### src/rtl/unidade_de_busca.sv
// -----------------------------------------------------------------------------
// unidade_de_busca
// Instruction-fetch sequencer for the single-cycle iZero MIPS processor.
// Holds the program counter and computes the next PC from the current
// instruction word, the branch outcome and the jr register value. It also
// tracks the processor run state: running, waiting for user input (in),
// halted, or address error.
//
// Ports:
//   clock             system clock, rising edge
//   reset             synchronous, active-low reset
//   instrucao         instruction word at the current pc (combinational fetch)
//   desvio_tomado     branch condition for the current bne/blt
//   endereco_jr       register value used as the jr target
//   confirmar         user confirm button (level, already synchronised)
//   pc                registered program counter
//   pc_mais_um        pc + 1, the jal return address
//   habilita_escrita  current instruction may commit its writes (Mealy)
//   esperando_entrada high while waiting for the confirm button
//   parado            high when halted or in address error
//   erro_endereco     high in address error
// -----------------------------------------------------------------------------
module unidade_de_busca #(
  parameter int TAM_MEMORIA = 72,
  parameter int PC_INICIAL  = 0
) (
  input  logic        clock,
  input  logic        reset,
  input  logic [31:0] instrucao,
  input  logic        desvio_tomado,
  input  logic [25:0] endereco_jr,
  input  logic        confirmar,
  output logic [25:0] pc,
  output logic [25:0] pc_mais_um,
  output logic        habilita_escrita,
  output logic        esperando_entrada,
  output logic        parado,
  output logic        erro_endereco
);

  localparam logic [1:0] EXECUTANDO = 2'd0;
  localparam logic [1:0] ESPERA     = 2'd1;
  localparam logic [1:0] PARADO     = 2'd2;
  localparam logic [1:0] ERRO       = 2'd3;

  localparam logic [5:0] OP_BNE  = 6'b011000;
  localparam logic [5:0] OP_BLT  = 6'b011001;
  localparam logic [5:0] OP_J    = 6'b011101;
  localparam logic [5:0] OP_JAL  = 6'b011110;
  localparam logic [5:0] OP_JR   = 6'b011111;
  localparam logic [5:0] OP_IN   = 6'b100000;
  localparam logic [5:0] OP_HALT = 6'b111111;

  localparam logic [25:0] LIMITE_C  = 26'(TAM_MEMORIA);
  localparam logic [25:0] PC_RESET_C = 26'(PC_INICIAL);

  logic [1:0]  estado_r;
  logic [1:0]  estado_prox_s;
  logic [25:0] pc_r;
  logic [25:0] pc_prox_s;
  logic [25:0] pc_inc_s;
  logic [25:0] alvo_s;
  logic [5:0]  opcode_s;
  logic        confirmar_ant_r;
  logic        borda_s;
  logic        habilita_s;
  logic        esperando_r;
  logic        parado_r;
  logic        erro_r;

  assign opcode_s = instrucao[31:26];
  assign pc_inc_s = pc_r + 26'd1;
  assign borda_s  = confirmar & ~confirmar_ant_r;

  // Candidate next PC for an instruction executing in EXECUTANDO.
  always_comb begin
    alvo_s = pc_inc_s;
    case (opcode_s)
      OP_J, OP_JAL: alvo_s = instrucao[25:0];
      OP_JR:        alvo_s = endereco_jr;
      OP_BNE, OP_BLT: begin
        // Branch targets are absolute 16-bit word addresses.
        if (desvio_tomado) begin
          alvo_s = {10'b0, instrucao[15:0]};
        end else begin
          alvo_s = pc_inc_s;
        end
      end
      default:      alvo_s = pc_inc_s;
    endcase
  end

  // Next state, next PC and the Mealy write enable.
  always_comb begin
    estado_prox_s = estado_r;
    pc_prox_s     = pc_r;
    habilita_s    = 1'b0;
    case (estado_r)
      EXECUTANDO: begin
        if (opcode_s == OP_HALT) begin
          estado_prox_s = PARADO;
        end else if (opcode_s == OP_IN) begin
          estado_prox_s = ESPERA;
        end else begin
          // An out-of-range target still lets the current instruction commit.
          habilita_s = 1'b1;
          if (alvo_s >= LIMITE_C) begin
            estado_prox_s = ERRO;
          end else begin
            pc_prox_s = alvo_s;
          end
        end
      end
      ESPERA: begin
        if (borda_s) begin
          habilita_s = 1'b1;
          if (pc_inc_s >= LIMITE_C) begin
            estado_prox_s = ERRO;
          end else begin
            estado_prox_s = EXECUTANDO;
            pc_prox_s     = pc_inc_s;
          end
        end else begin
          habilita_s = 1'b0;
        end
      end
      PARADO:  estado_prox_s = PARADO;
      ERRO:    estado_prox_s = ERRO;
      default: estado_prox_s = ERRO;
    endcase
  end

  // State, PC, edge-detector history and registered status flags.
  always_ff @(posedge clock) begin
    if (!reset) begin
      estado_r        <= EXECUTANDO;
      pc_r            <= PC_RESET_C;
      // Treat a button held through reset as already pressed.
      confirmar_ant_r <= 1'b1;
      esperando_r     <= 1'b0;
      parado_r        <= 1'b0;
      erro_r          <= 1'b0;
    end else begin
      estado_r        <= estado_prox_s;
      pc_r            <= pc_prox_s;
      confirmar_ant_r <= confirmar;
      esperando_r     <= (estado_prox_s == ESPERA);
      parado_r        <= (estado_prox_s == PARADO) || (estado_prox_s == ERRO);
      erro_r          <= (estado_prox_s == ERRO);
    end
  end

  assign pc                = pc_r;
  assign pc_mais_um        = pc_inc_s;
  assign habilita_escrita  = habilita_s;
  assign esperando_entrada = esperando_r;
  assign parado            = parado_r;
  assign erro_endereco     = erro_r;

endmodule

### config.mk
export PLATFORM = sky130hd
export DESIGN_NAME = unidade_de_busca
export DESIGN_NICKNAME = d
export VERILOG_FILES = /design/src/rtl/unidade_de_busca.sv
export SDC_FILE = /design/constraint.sdc
export NUM_CORES = 1
export LEC_CHECK = 0
export CAP_MARGIN = 15
export CORE_ASPECT_RATIO = 0.75
export CORE_MARGIN = 2
export CORE_UTILIZATION = 47
export CTS_BUF_LIST = sky130_fd_sc_hd__clkbuf_8
export DETAILED_ROUTE_END_ITERATION = 8
export PLACE_DENSITY = 0.93
export SLEW_MARGIN = 20
export SYNTH_ARGS = -nofsm -noshare
export SYNTH_HDL_FRONTEND = slang
export SYNTH_SLANG_ARGS = --single-unit
### constraint.sdc
create_clock -name clock -period 6.05 [get_ports clock]
set_clock_uncertainty 0.15 [all_clocks]
set_input_delay 1.21 -clock clock [delete_from_list [all_inputs] [get_ports clock]]
set_output_delay 1.21 -clock clock [all_outputs]
set_load 0.01 [all_outputs]
# After elaboration in Yosys (flattened, before gate mapping)
# Index checks and enable logic that the tools add are counted.
# W data, S select, Z words.
# op_classes
add_sub_neg,1
order_cmp,2
eq_ne,18
n_mux,18
n_bitwise,2
reduce_logical,6
# ops
operator,n
$mux W26,6
$pmux W26 S3,1
$ge A26 B7 Y1 const B,2
$pmux W26 S2,1
$eq A6 B5 Y1 const B,5
$add A26 B1 Y26 const B,1
$eq A6 B6 Y1 const B,2
$mux W2,5
$ne A2 B2 Y1 const B,5
$eq A2 B2 Y1 const B,4
$pmux W2 S4,1
$reduce_and A6 Y1,1
$eq A2 B1 Y1 const B,2
$reduce_or A2 Y1,2
$mux W1,3
$logic_not A2 Y1,1
$pmux W1 S2,1
$reduce_bool A2 Y1,1
$and A1 B1 Y1,1
$logic_or A1 B1 Y1,1
$not A1 Y1,1
# totals
ff_bits,32
in_bits,62
out_inout_bits,56

# Longest topological paths before layout
# depth
depth_word,10
mapped_depth,14

# Least setup slack after synthesis
# Ideal clock, no wire load.
# synth_path
kind,input to output
from,input instrucao[27]
to,output habilita_escrita
arrival_ps,2110
required_time_ps,4690
path_slack_ps,2580
cell_stages,6
path_cell_list,clkbuf_1 nor2_1 and4_1 nor3_1 a21oi_1 nor2_1
# synth_between
elab_chain_len,4
# synth_rtl
element,line_no,rtl
start: declaration,29,"input logic [31:0] instrucao,"
$eq A6 B6 Y1,102,end else if (opcode_s == OP_IN) begin
$mux W1,102,
$mux W1 *,100,if (opcode_s == OP_HALT) begin
$pmux W1 S2 *,98,case (estado_r)
end: declaration,35,"output logic habilita_escrita,"
# Mark *: on every way between the ends. The rest lies on a longest branch, timed or not.

# Worst setup path in the final report
# Same ends and word-level chain as after synthesis.

==> impl_metrics.py <==
metrics = {
    "timing": {
        "fmax_ghz": 0.226,
        "timing.setup.tns_ps": 0,
        "post-route-period-util_pct": 73.1,
        "setup_viol": 0,
        "maxSlewHeadroom_pct": 46.3,
        "fin_crit_ps": 4420,
        "maxSlewViolCount": 0,
        "hold_ws_ps": 397,
        "rsz0062_at_grt": "false",
        "hold_violations": 0,
        "worst_pin_slew_ps": 806,
        "worst_slack_ps": 1630,
    },
    "power": {
        "pwr-share-clk_pct": 27.4,
        "p_leak_nw": 1.43,
        "switchingPower_uw": 181,
        "power_density_nw_per_um2": 158,
        "cell_internal_pwr_uw": 417,
        "ir_drop_mv": 0.118,
        "seqPwrFrac_pct": 41.0,
        "p_comb_share_pct": 31.6,
        "p_sw_share_pct": 30.3,
    },
    "critical_path": {
        "path_class": "in2out",
        "start_kind": "input port",
        "critPathRequiredTime_ps": 4690,
        "critPathSlowestCell": "clkdlybuf4s50_1",
        "end_kind": "output pin",
        "path_buf_inv": 2,
        "cp.arrival_ps": 3060,
        "cp_cell_sequence": "clkdlybuf4s50_1 > nor2_1 > and4_1 > nor3_1 > a21oi_1 > nor2_1 > clkdlybuf4s50_1",
        "critPathMaxFanout": 8,
        "cp_slowest_stage_delay_ps": 620,
        "cp_top_family": "buffers and inverters",
    },
    "yosys": {
        "yosysSeqAreaShare_pct": 24.9,
        "yosys-top-cells-area": "dfxtp_1 25%, xnor2_1 6.1%, and2_1 3.4%",
        "synthDistinctLibCells": 66,
        "synthCells": 308,
        "ys.flop_type": "dfxtp_1",
        "ys_ff_latch": 32,
        "yosysMostFrequentCell": "dfxtp_1",
        "yosysWarnings": 0,
        "synthTopCellsByCount": "32 x dfxtp_1, 20 x nor2_1, 18 x xnor2_1",
        "synth-edff-count": 0,
        "syn_avg_cell_area_um2": 8.34,
        "netlist_area_um2": 2570,
        "ys_async_sr_fraction_pct": 0,
        "yosysTopAreaCell": "dfxtp_1",
        "synth_top_area_share_pct": 24.9,
        "syn_nets": 372,
    },
    "cts": {
        "numClockSinks": 32,
        "cts-resized-gates": 0,
        "cts.htree.levels": 2,
        "post-cts-setup-buffers": 0,
        "clock_latency_ps": 280,
        "cts_tree": "yes",
        "clock-root-buffer": "clkbuf_8",
        "cts_inserted_buffers": 5,
        "ctsLongestPathBuffers": 2,
        "path_clk_slew_ps": 60,
        "hold_buffers": 0,
    },
    "placement": {
        "hpwlAfterDp_um": 6380,
        "gp_congestion": 0.919,
        "place_ws_ps": 1640,
        "io_buffers": 117,
    },
    "layout": {
        "nets": 475,
        "n_antenna_cell": 0,
        "syn_to_final_growth_pct": 47.7,
        "layout-drive-gt1-share_pct": 8.98,
    },
    "die": {
        "core_area_um2": 5300,
        "row_count": 23,
        "die_w_um": 89.4,
        "boundaryPins": 118,
        "die_h_um": 68.0,
        "die_area_um2": 6080,
        "initial_core_util_pct": 48.5,
    },
    "route": {
        "drt_iter0_markers": 311,
        "wl_per_cell_um": 16.8,
        "dr.pass1.iters": 6,
        "drc": 0,
        "vias": 2837,
        "drtAntennaViolNets": 0,
        "vias_per_cell": 5.83,
        "drt-total-wl_um": 8170,
    },
    "job": {
        "drv_cap": 0,
    },
    "global_route": {
        "overflow": 0,
        "grt_start_max_net_pins": 18,
        "first_global_vias": 2662,
        "antenna_found_initial": 0,
        "grt_pass1_wl_um": 13200,
        "grt_use_total_pct": 28.0,
    },
    "outcome": {
        "status": "completed",
    },
    "worst_hold_path": {
        "hp-class": "reg2reg",
    },
}
[state kept, by name, summed over array words and instances, names as in the netlist]
signal and count:
confirmar_ant_r 1, erro_endereco 1, pc 26, esperando_entrada 1
parado 1, estado_r 2
[logic make-up (layout without fill, tap and decap cells)]
logic type | after synthesis | after routing | synth area share [%]
buffers and inverters | 35 | 139 | 7.11
AO/OA/AOI/OAI | 63 | 63 | 19.2
AND/OR/NAND/NOR | 145 | 145 | 37.0
XOR/XNOR | 27 | 27 | 9.20
multiplexers | 4 | 4 | 1.56
adder cells (fa/ha/maj) | 2 | 2 | 0.974
flip-flops | 32 | 32 | 24.9
[final timing paths]
| check | to | from | cells past startpoint | slack, ps |
|---|---|---|---|---|
| worst max-delay path | habilita_escrita | instrucao[27] | 7 | 1630 |
| worst min register to register | pc[22] | pc[22] | 1 | 400 |
| worst max register to register | pc[0] | pc[0] | 10 | 2060 |
| worst min-delay path | pc[22] | pc[22] | 1 | 400 |
[layout make-up]
| cell class | count | area (µm²) |
|---|---|---|
| flip-flops and latches | 32 | 641 |
| fillers | 416 | 1500 |
| multi-input cells | 241 | 1750 |
| repair buffers | 117 | 1170 |
| clock inverters | 2 | 7.51 |
| inverters | 14 | 52.6 |
| well taps | 75 | 93.8 |
| clock buffers | 6 | 82.6 |
[power groups by stage]
stage / sequential [mW] / clock (mW) / combinational [mW]
finish: 0.245 / 0.164 / 0.189
detailed placement: 0.250 / 0 / 0.187
global route: 0.248 / 0.177 / 0.204
global placement: 0.248 / 0 / 0.182
floorplan: 0.241 / 0 / 0.109
CTS: 0.245 / 0.167 / 0.189
[layout by cell type, fill, tap and decap left out, types with 3 or more instances in the layout]
| cell type | instances |
|---|---|
| o221ai_1 | 3 |
| clkdlybuf4s50_1 | 117 |
| mux2i_1 | 4 |
| nor2b_1 | 4 |
| and4_1 | 8 |
| nor4_2 | 3 |
| nand2_1 | 15 |
| nand3b_1 | 3 |
| a211o_1 | 3 |
| xor2_1 | 9 |
| xnor2_1 | 18 |
| nor3_1 | 10 |
| a22oi_1 | 7 |
| nor4_1 | 10 |
| dfxtp_1 | 32 |
| and2_1 | 14 |
| and2_4 | 4 |
| clkbuf_8 | 6 |
| a21oi_1 | 8 |
| o21ai_0 | 8 |
| o211a_1 | 4 |
| nor3_2 | 5 |
| or3_1 | 5 |
| nand4_2 | 4 |
| a31oi_1 | 3 |
| nor2_1 | 20 |
| nand4_1 | 11 |
| inv_1 | 16 |
| or2_2 | 3 |
| nand3_1 | 15 |
[through the flow]
step	cell area (µm²)	power (mW)	std cells	util [%]
floorplan	2570	0.350	308	-
global placement	3700	0.431	479	70.0
detailed placement	3700	0.437	479	70.0
CTS	3790	0.601	487	71.7
global route	3790	0.629	487	71.7
finish	3790	0.598	487	71.7
[routing by layer]
metal,track usage (%),vias to the layer above,share of wire (%)
met5,0,-,0
met4,6.72,0,1.3
met3,5.31,14,7.7
met2,45.6,156,47
met1,38.4,1308,44
li1,-,1359,-
Power figures use the tool's default switching activity.
